File: src/rtl/bcd_timer_ctrl_if.sv
// Host-side command/status bundle for the mod-60 BCD timer controller.
//   master : host / front panel (drives commands, observes status)
//   slave  : bcd_timer_ctrl (receives commands, drives status)
// Signals:
//   start, stop, clear, load : single-cycle command pulses
//   load_value[7:0]          : BCD preset {tens,units}
//   mode                     : 1=up, 0=down, sampled on an accepted start
//   count[7:0]               : current BCD value {tens,units}
//   running, done            : state indications
//   tick, load_err           : one-cycle strobes
interface bcd_timer_ctrl_if;
  logic       start;
  logic       stop;
  logic       clear;
  logic       load;
  logic [7:0] load_value;
  logic       mode;
  logic [7:0] count;
  logic       running;
  logic       done;
  logic       tick;
  logic       load_err;

  modport master (
    output start, stop, clear, load, load_value, mode,
    input  count, running, done, tick, load_err
  );

  modport slave (
    input  start, stop, clear, load, load_value, mode,
    output count, running, done, tick, load_err
  );
endinterface

File: src/rtl/bcd_timer_ctrl.sv
// Sequencing controller for a 2-digit mod-60 BCD counter (stopwatch / countdown).
// Owns the count register, a tick prescaler, a BCD reload register and an
// IDLE/RUN/PAUSE/DONE state machine. All state changes on the falling clock edge.
// Ports:
//   clock  : clock, falling-edge active
//   reset  : asynchronous, active-low reset
//   bus    : bcd_timer_ctrl_if.slave (commands in; count/running/done/tick/load_err out)
// Parameters:
//   PRESCALE : clocks per count tick (>= 2)
//   MAX_BCD  : terminal value in up mode (valid 2-digit BCD)
// Build option:
//   BCD_TIMER_AUTORELOAD_EN : when defined, reaching terminal in RUN reloads the
//   count from the reload register and keeps running (done pulses for one cycle);
//   when undefined, DONE is a sticky state left only by start, load or clear.
module bcd_timer_ctrl #(
  parameter int unsigned PRESCALE = 50,
  parameter logic [7:0]  MAX_BCD  = 8'h59
) (
  input logic             clock,
  input logic             reset,
  bcd_timer_ctrl_if.slave bus
);

  localparam int unsigned PW = $clog2(PRESCALE);
  localparam logic [PW-1:0] PRE_LAST = PW'(PRESCALE - 1);

  typedef enum logic [1:0] {
    IDLE  = 2'd0,
    RUN   = 2'd1,
    PAUSE = 2'd2,
    DONE  = 2'd3
  } state_t;

  state_t        state_q, state_d;
  logic [7:0]    count_q, count_d;
  logic [7:0]    reload_q, reload_d;
  logic [PW-1:0] pre_q, pre_d;
  logic          mode_q, mode_d;
  logic          running_q, running_d;
  logic          done_q, done_d;
  logic          tick_q, tick_d;
  logic          load_err_q, load_err_d;

  logic          load_ok;
  logic          advance;
  logic          done_pulse;
  logic [7:0]    step_val;

  // BCD increment with units carry into tens.
  function automatic logic [7:0] bcd_inc(input logic [7:0] v);
    logic [7:0] r;
    if (v[3:0] < 4'd9) r = {v[7:4], v[3:0] + 4'd1};
    else               r = {v[7:4] + 4'd1, 4'd0};
    return r;
  endfunction

  // BCD decrement with units borrow from tens.
  function automatic logic [7:0] bcd_dec(input logic [7:0] v);
    logic [7:0] r;
    if (v[3:0] != 4'd0) r = {v[7:4], v[3:0] - 4'd1};
    else                r = {v[7:4] - 4'd1, 4'd9};
    return r;
  endfunction

  // Terminal value for the given direction.
  function automatic logic at_terminal(input logic [7:0] v, input logic up);
    return up ? (v == MAX_BCD) : (v == 8'h00);
  endfunction

  // A preset is accepted only if both digits are decimal and it is in range.
  assign load_ok = (bus.load_value[7:4] <= 4'd9) &&
                   (bus.load_value[3:0] <= 4'd9) &&
                   (bus.load_value <= MAX_BCD);

  // State register and all registered outputs.
  always_ff @(negedge clock or negedge reset) begin
    if (!reset) begin
      state_q    <= IDLE;
      count_q    <= 8'h00;
      reload_q   <= 8'h00;
      pre_q      <= '0;
      mode_q     <= 1'b0;
      running_q  <= 1'b0;
      done_q     <= 1'b0;
      tick_q     <= 1'b0;
      load_err_q <= 1'b0;
    end else begin
      state_q    <= state_d;
      count_q    <= count_d;
      reload_q   <= reload_d;
      pre_q      <= pre_d;
      mode_q     <= mode_d;
      running_q  <= running_d;
      done_q     <= done_d;
      tick_q     <= tick_d;
      load_err_q <= load_err_d;
    end
  end

  // Next-state / output logic. Only the highest-priority command is acted on;
  // RUN keeps counting unless the winning command takes it out of RUN.
  always_comb begin
    state_d    = state_q;
    count_d    = count_q;
    reload_d   = reload_q;
    pre_d      = pre_q;
    mode_d     = mode_q;
    tick_d     = 1'b0;
    load_err_d = 1'b0;
    done_pulse = 1'b0;
    advance    = 1'b0;
    step_val   = mode_q ? bcd_inc(count_q) : bcd_dec(count_q);

    if (bus.clear) begin
      count_d = 8'h00;
      pre_d   = '0;
      state_d = IDLE;
    end else if (bus.load) begin
      if (state_q == RUN) begin
        load_err_d = 1'b1;
        advance    = 1'b1;
      end else if (!load_ok) begin
        load_err_d = 1'b1;
      end else begin
        count_d  = bus.load_value;
        reload_d = bus.load_value;
        if (state_q == DONE) state_d = IDLE;
      end
    end else if (bus.stop) begin
      // Stop beats a coincident tick: prescaler and count hold.
      if (state_q == RUN) state_d = PAUSE;
    end else if (bus.start) begin
      case (state_q)
        IDLE, PAUSE: begin
          mode_d  = bus.mode;
          pre_d   = '0;
          state_d = at_terminal(count_q, bus.mode) ? DONE : RUN;
        end
        DONE: begin
          count_d = reload_q;
          mode_d  = bus.mode;
          pre_d   = '0;
          // A reload already at terminal would count past the end; stay done.
          state_d = at_terminal(reload_q, bus.mode) ? DONE : RUN;
        end
        default: advance = 1'b1;
      endcase
    end else begin
      advance = (state_q == RUN);
    end

    // Prescaler and count update while running.
    if (advance) begin
      if (pre_q == PRE_LAST) begin
        pre_d  = '0;
        tick_d = 1'b1;
        if (at_terminal(step_val, mode_q)) begin
`ifdef BCD_TIMER_AUTORELOAD_EN
          if (at_terminal(reload_q, mode_q)) begin
            count_d = step_val;
            state_d = DONE;
          end else begin
            count_d    = reload_q;
            done_pulse = 1'b1;
          end
`else
          count_d = step_val;
          state_d = DONE;
`endif
        end else begin
          count_d = step_val;
        end
      end else begin
        pre_d = pre_q + PW'(1);
      end
    end

    running_d = (state_d == RUN);
    done_d    = (state_d == DONE) || done_pulse;
  end

  assign bus.count    = count_q;
  assign bus.running  = running_q;
  assign bus.done     = done_q;
  assign bus.tick     = tick_q;
  assign bus.load_err = load_err_q;

endmodule

File: src/flat_wrapper.sv
// flat-port wrapper written by rule: the top's interface ports become plain ports
module bcd_timer_ctrl_flat 
#(
  parameter int unsigned PRESCALE = 50,
  parameter logic [7:0]  MAX_BCD  = 8'h59
)
  (clock, reset, bus_start, bus_stop, bus_clear, bus_load, bus_load_value, bus_mode, bus_count, bus_running, bus_done, bus_tick, bus_load_err);
  bcd_timer_ctrl_if bus_i ();
  input logic clock;
  input logic reset;
  input wire logic [$bits(bus_i.start)-1:0] bus_start;
  input wire logic [$bits(bus_i.stop)-1:0] bus_stop;
  input wire logic [$bits(bus_i.clear)-1:0] bus_clear;
  input wire logic [$bits(bus_i.load)-1:0] bus_load;
  input wire logic [$bits(bus_i.load_value)-1:0] bus_load_value;
  input wire logic [$bits(bus_i.mode)-1:0] bus_mode;
  output wire logic [$bits(bus_i.count)-1:0] bus_count;
  output wire logic [$bits(bus_i.running)-1:0] bus_running;
  output wire logic [$bits(bus_i.done)-1:0] bus_done;
  output wire logic [$bits(bus_i.tick)-1:0] bus_tick;
  output wire logic [$bits(bus_i.load_err)-1:0] bus_load_err;
  assign bus_i.start = bus_start;
  assign bus_i.stop = bus_stop;
  assign bus_i.clear = bus_clear;
  assign bus_i.load = bus_load;
  assign bus_i.load_value = bus_load_value;
  assign bus_i.mode = bus_mode;
  assign bus_count = bus_i.count;
  assign bus_running = bus_i.running;
  assign bus_done = bus_i.done;
  assign bus_tick = bus_i.tick;
  assign bus_load_err = bus_i.load_err;
  bcd_timer_ctrl #(.PRESCALE(PRESCALE), .MAX_BCD(MAX_BCD)) u_core (.clock(clock), .reset(reset), .bus(bus_i));
endmodule
File: config.mk
export PLATFORM = sky130hd
export DESIGN_NAME = bcd_timer_ctrl_flat
export DESIGN_NICKNAME = d
export VERILOG_FILES = /design/src/rtl/bcd_timer_ctrl_if.sv /design/src/rtl/bcd_timer_ctrl.sv /design/src/flat_wrapper.sv
export SDC_FILE = /design/constraint.sdc
export NUM_CORES = 1
export LEC_CHECK = 0
export ABC_AREA = 1
export BUFFER_PORTS_ARGS = -buffer_cell sky130_fd_sc_hd__buf_2
export CAP_MARGIN = 10
export CORE_ASPECT_RATIO = 1.25
export CORE_UTILIZATION = 58
export DETAILED_ROUTE_END_ITERATION = 12
export HOLD_SLACK_MARGIN = 0.08
export PLACE_DENSITY = 0.8
export SYNTH_ARGS = -nofsm -noshare
export SYNTH_HDL_FRONTEND = slang
export SYNTH_SLANG_ARGS = --single-unit
export TNS_END_PERCENT = 20
File: constraint.sdc
create_clock -name clock -period 2.55 [get_ports clock]
set_clock_uncertainty 0.1 [all_clocks]
set_input_delay 0.3825 -clock clock [delete_from_list [all_inputs] [get_ports clock]]
set_output_delay 0.3825 -clock clock [all_outputs]
set_load 0.005 [all_outputs]
; Word level (Yosys, flattened, before mapping)
; Cells that the tools add are included.
; Widths: inputs -> output; s select.
[word_totals]
ff_bits = 29
in_bits = 15
out_inout_bits = 12
wordCells = 95
[classes]
n_mux = 48
magnitude_cmp = 4
addsub = 5
n_eq_ne = 11
bitwise = 4
reduce_logical = 14
[op_table]
columns = op, count
row1 = $mux 8, 12
row2 = $mux 6, 7
row3 = $mux 2, 13
row4 = $eq 8x7->1 const B, 3
row5 = $logic_not 8->1, 3
row6 = $mux 1, 15
row7 = $add 4x1->4 const B, 2
row8 = $le 4x4->1 const B, 2
row9 = $le 8x7->1 const B, 1
row10 = $reduce_and 4->1, 2
row11 = $sub 4x1->4 const B, 2
row12 = $add 6x1->6 const B, 1
row13 = $eq 2x2->1 const B, 3
row14 = $eq 6x6->1 const B, 1
row15 = $reduce_bool 3->1, 2
row16 = $reduce_and 5->1, 1
row17 = $eq 2x1->1 const B, 2
row18 = $lt 4x4->1 const B, 1
row19 = $not 1->1, 4
row20 = $pmux 2 s2, 1
row21 = $reduce_bool 4->1, 1
row22 = $ne 3x1->1 const B, 1
row23 = $ne 3x2->1 const B, 1
row24 = $reduce_or 3->1, 1
row25 = 3 further kinds, 4

; Depth between registers and ports, before layout
[depth]
word_depth = 12
depth_mapped = 14
depth_no_buf = 14

==> tab_implementation.tex <==
\begin{tabular}{lr}
\hline
Metric & Value \\
\hline
\multicolumn{2}{l}{\textbf{Power}} \\
\quad Max rail drop VDD & roughly 510 uV \\
\quad Cell leakage power & between 1 and 1.5 nW \\
\quad Power density over cell area & 547.1 nW/um2 \\
\multicolumn{2}{l}{\textbf{Critical path}} \\
\quad Path type of the worst setup path & reg2out \\
\quad Top Family by Delay on Critical Path & flip-flops \\
\quad Crit Path Max Fanout & 5 \\
\quad Nature of the critical path endpoint & primary output \\
\quad Critical path's slowest cell & sky130\_fd\_sc\_hd\_\_dfrtn\_1 \\
\quad WP data arrival & 2200 ps \\
\quad Required time worst endpoint & 2070 ps \\
\quad CP startpoint kind & flip-flop \\
\quad Count of cell instances traversed by the critical path & 1 \\
\quad Ordered list of cells on the worst path & buf\_2 \\
\quad Worst Reg2Reg Path Length in Cells & 15 \\
\quad Total buffers and inverters traversed by the critical path & 1 \\
\quad Crit-path max cell delay & 490 ps \\
\multicolumn{2}{l}{\textbf{Timing}} \\
\quad Worst max-slew margin expressed relative to the limit & 73.04\% \\
\quad Measured slew at the worst slew-check pin & between 400 and 500 ps \\
\quad Hold\_ws & 350.3 ps \\
\quad Count of endpoints failing hold in the final timing report & 0 \\
\quad Endpoints failing setup & 20 \\
\quad Fin worst setup slack & -130.5 ps \\
\quad Number of pins exceeding their max-slew limit in the final report & 0 \\
\quad RSZ-0062 raised after global routing & true \\
\multicolumn{2}{l}{\textbf{Clock network}} \\
\quad Hold buffers post-CTS & 0 \\
\quad Maximum buffer depth of the clock tree & 2 \\
\quad CTS root buffer & sky130\_fd\_sc\_hd\_\_clkbuf\_8 \\
\quad H-tree lvl count & 2 \\
\quad Clock buffer count from CTS & 5 \\
\quad Number of sinks handled by clock tree synthesis & 29 \\
\quad Clock tree from TritonCTS & built \\
\quad Clock transition at path regs & around 50 ps \\
\quad Worst-skew pair later-pin latency & between 200 and 300 ps \\
\multicolumn{2}{l}{\textbf{Die}} \\
\quad Die Span Y & between 60 and 70 um \\
\quad Die span in x & roughly 55 um \\
\quad Total Die Area & 3768 um2 \\
\quad Placeable core region & 3281 um2 \\
\quad Cell row count & 23 \\
\quad Initial core utilization & 62.32\% \\
\quad Number of ports placed on the die boundary & 27 \\
\multicolumn{2}{l}{\textbf{Synthesis}} \\
\quad Share of synthesized area occupied by flip-flops and latches & 35.50\% \\
\quad Share of Yosys cell area claimed by the top area cell type & between 30\% and 40\% \\
\quad Cell count after synthesis & 290 \\
\quad Top cells by area in the synthesized netlist & sky130\_fd\_sc\_hd\_\_dfrtn\_1 (35\%), sky130\_fd\_sc\_hd\_\_nand2\_1 (10\%), sky130\_fd\_sc\_hd\_\_inv\_1 (6.8\%), sky130\_fd\_sc\_hd\_\_o21ai\_0 (6.1\%), sky130\_fd\_sc\_hd\_\_nor2\_1 (6.1\%) \\
\quad Dominant cell type by area after synthesis & sky130\_fd\_sc\_hd\_\_dfrtn\_1 \\
\quad Share of flip-flops with an asynchronous set or reset & 100.0\% \\
\quad Yosys warnings & 0 \\
\quad Mapped Nets & 314 \\
\quad Flip-flop cell with the highest count after synthesis & sky130\_fd\_sc\_hd\_\_dfrtn\_1 \\
\quad Average instance area after synthesis & around 7.0 um2 \\
\quad Netlist cell types & 30 \\
\quad Netlist area before placement & between 2000 and 2500 um2 \\
\quad Synthesized flop and latch total & 29 \\
\quad EDFF count, synth & 0 \\
\multicolumn{2}{l}{\textbf{Finish}} \\
\quad Diodes inserted & 0 \\
\quad Most common library cell in the layout ignoring fill and taps & sky130\_fd\_sc\_hd\_\_nand2\_1 \\
\quad Area overhead of the layout relative to synthesis & 29.01\% \\
\quad Share of post-route cells with drive strength above 1 & 28.29\% \\
\quad Net count reported at finish & about 370 \\
\quad \# fillers & around 250 \\
\quad Post-route insts no fill & approximately 390 \\
\quad Commonest non-fill, non-tap cells in the layout & sky130\_fd\_sc\_hd\_\_nand2\_1 (53), sky130\_fd\_sc\_hd\_\_inv\_1 (36), sky130\_fd\_sc\_hd\_\_buf\_4 (31), sky130\_fd\_sc\_hd\_\_nor2\_1 (29), sky130\_fd\_sc\_hd\_\_dfrtn\_1 (29) \\
\multicolumn{2}{l}{\textbf{Detailed routing}} \\
\quad Routed length per instance & 14.13 um \\
\quad Final wirelength & about 5.5 mm \\
\quad First-pass iteration count of the detailed router & 4 \\
\quad Number of nets still failing antenna checks after routing & 0 \\
\quad Number of remaining DRC errors & 0 \\
\quad Via-to-Cell Ratio & 5.537 \\
\quad Via count & 2143 \\
\quad DRT iter0 DRCs & around 140 \\
\multicolumn{2}{l}{\textbf{Flow run}} \\
\quad Number of violations of the max-capacitance limit & 0 \\
\multicolumn{2}{l}{\textbf{Status}} \\
\quad Status & finished with violations \\
\quad Violated checks & negative setup slack \\
\multicolumn{2}{l}{\textbf{Global route}} \\
\quad Global-route usage over all layers & between 30\% and 40\% \\
\quad Number of antenna violations at the first check in global routing & 0 \\
\quad Maximum number of pins on one net before global-route repair & 30 \\
\quad First-pass GRT wire length & between 8 and 9 mm \\
\quad Via count of the first global-routing pass & 1928 \\
\quad GR Overflow Total & 0 \\
\multicolumn{2}{l}{\textbf{Placement}} \\
\quad \# port buffers & 26 \\
\quad Routability cong. & slightly below 0.9 \\
\quad Cell Count Post-Placement & about 370 \\
\quad Total half-perimeter wirelength after legalization and detailed placement & between 3 and 4 mm \\
\multicolumn{2}{l}{\textbf{Worst hold path}} \\
\quad Worst hold path type & reg2reg \\
\quad Worst hold path depth & 1 \\
\hline
\end{tabular}
## flip-flops by register name, summed over array words and instances, names as in the netlist
name	count
u_core.reload_q	8
u_core.state_q	2
u_core.mode_q	1
u_core.pre_q	6
u_core.bus.load_err	1
u_core.bus.done	1
u_core.bus.count	8
u_core.bus.tick	1
u_core.bus.running	1
## power by group
part / switching, W / internal, W / total [W]
clock network: 0.000177 / 0.000318 / 0.000495
registers: 0.0000616 / 0.000513 / 0.000574
logic: 0.000227 / 0.000147 / 0.000374
## repair_timing
| action | CTS | global route |
|---|---|---|
| pin swaps | 7 | 1 |
| gates resized for setup | 5 | 10 |
| setup buffers | 5 | 2 |
| hold endpoints to repair | 0 | 0 |
| endpoints found under the setup margin | 26 | 33 |
## path summary, 6_finish.rpt
path                                                  to  slack (ps)                           from
setup / recovery                            bus_count[7]        -130  u_core.bus.count[7]$_DFF_NN0_
hold / removal               u_core.pre_q[0]$_DFFE_NN0P_         350    u_core.pre_q[0]$_DFFE_NN0P_
setup reg to reg            u_core.bus.running$_DFF_NN0_         270  u_core.bus.count[0]$_DFF_NN0_
hold reg to reg              u_core.pre_q[0]$_DFFE_NN0P_         350    u_core.pre_q[0]$_DFFE_NN0P_
max in group asynchronous  u_core.bus.count[5]$_DFF_NN0_        1060                          reset
min in group asynchronous  u_core.bus.count[4]$_DFF_NN0_        1100                          reset
## stage by stage
stage	total power (W)	util, %	cell area (um2)	setup TNS (ps)	setup WS, ps
2_1_floorplan	0.0008107	-	2101	-1578	-138.7
3_3_place_gp	0.0009178	73.80	2421	-7852	-446.9
3_5_place_dp	0.0009290	73.80	2421	-8890	-511.8
4_1_cts	0.001426	78.87	2587	-1246	-125.6
5_1_grt	0.001522	80.40	2638	-2366	-194.8
6_report	0.001443	80.40	2638	-998.6	-130.5
## Yosys cell counts, types with 2 or more instances
cell type / n
sky130_fd_sc_hd__a21oi_1: 22
sky130_fd_sc_hd__a211oi_1: 7
sky130_fd_sc_hd__dfrtn_1: 29
sky130_fd_sc_hd__nand3_1: 24
sky130_fd_sc_hd__o21ai_0: 25
sky130_fd_sc_hd__buf_2: 3
sky130_fd_sc_hd__o22ai_1: 8
sky130_fd_sc_hd__nor2_2: 2
sky130_fd_sc_hd__nand2_2: 9
sky130_fd_sc_hd__nand2_4: 3
sky130_fd_sc_hd__nand2_1: 56
sky130_fd_sc_hd__ha_1: 9
sky130_fd_sc_hd__nand4_1: 2
sky130_fd_sc_hd__inv_1: 37
sky130_fd_sc_hd__nor2_4: 2
sky130_fd_sc_hd__nor2_1: 33
sky130_fd_sc_hd__inv_2: 4
sky130_fd_sc_hd__nor3_1: 3
## cells by family (layout without fill, tap and decap cells)
logic type,Yosys count,after routing,synth area share (%)
buffers and inverters,48,108,9.852
AOI/OAI and AO/OA,67,67,18.36
adders and majority gates,9,9,5.508
xor gates and xnor gates,1,1,0.4285
and+or+nand+nor,136,136,30.35
DFF,29,29,35.50
## layout make-up
| type | instances | area [um2] | share of cell area [%] |
|---|---|---|---|
| inverter | 42 | 172.7 | 6.547 |
| sequential | 29 | 725.7 | 27.51 |
| clock inverter | 1 | 30.03 | 1.139 |
| clock buffer | 7 | 86.33 | 3.273 |
| tap | 37 | 46.29 | 1.755 |
| multi-input combinational | 213 | 1181 | 44.78 |
| timing repair buffer | 58 | 395.4 | 14.99 |
## metal layers
| layer | vias up | track usage, % | wire [um] |
|---|---|---|---|
| li1 | 1067 | - | - |
| met1 | 965 | 35.96 | 2169 |
| met2 | 99 | 57.08 | 2849 |
| met3 | 12 | 7.111 | 330 |
| met4 | 0 | 10.63 | 118 |
| met5 | - | 0 | 0 |
No activity file was read; power rests on OpenSTA's default activity.
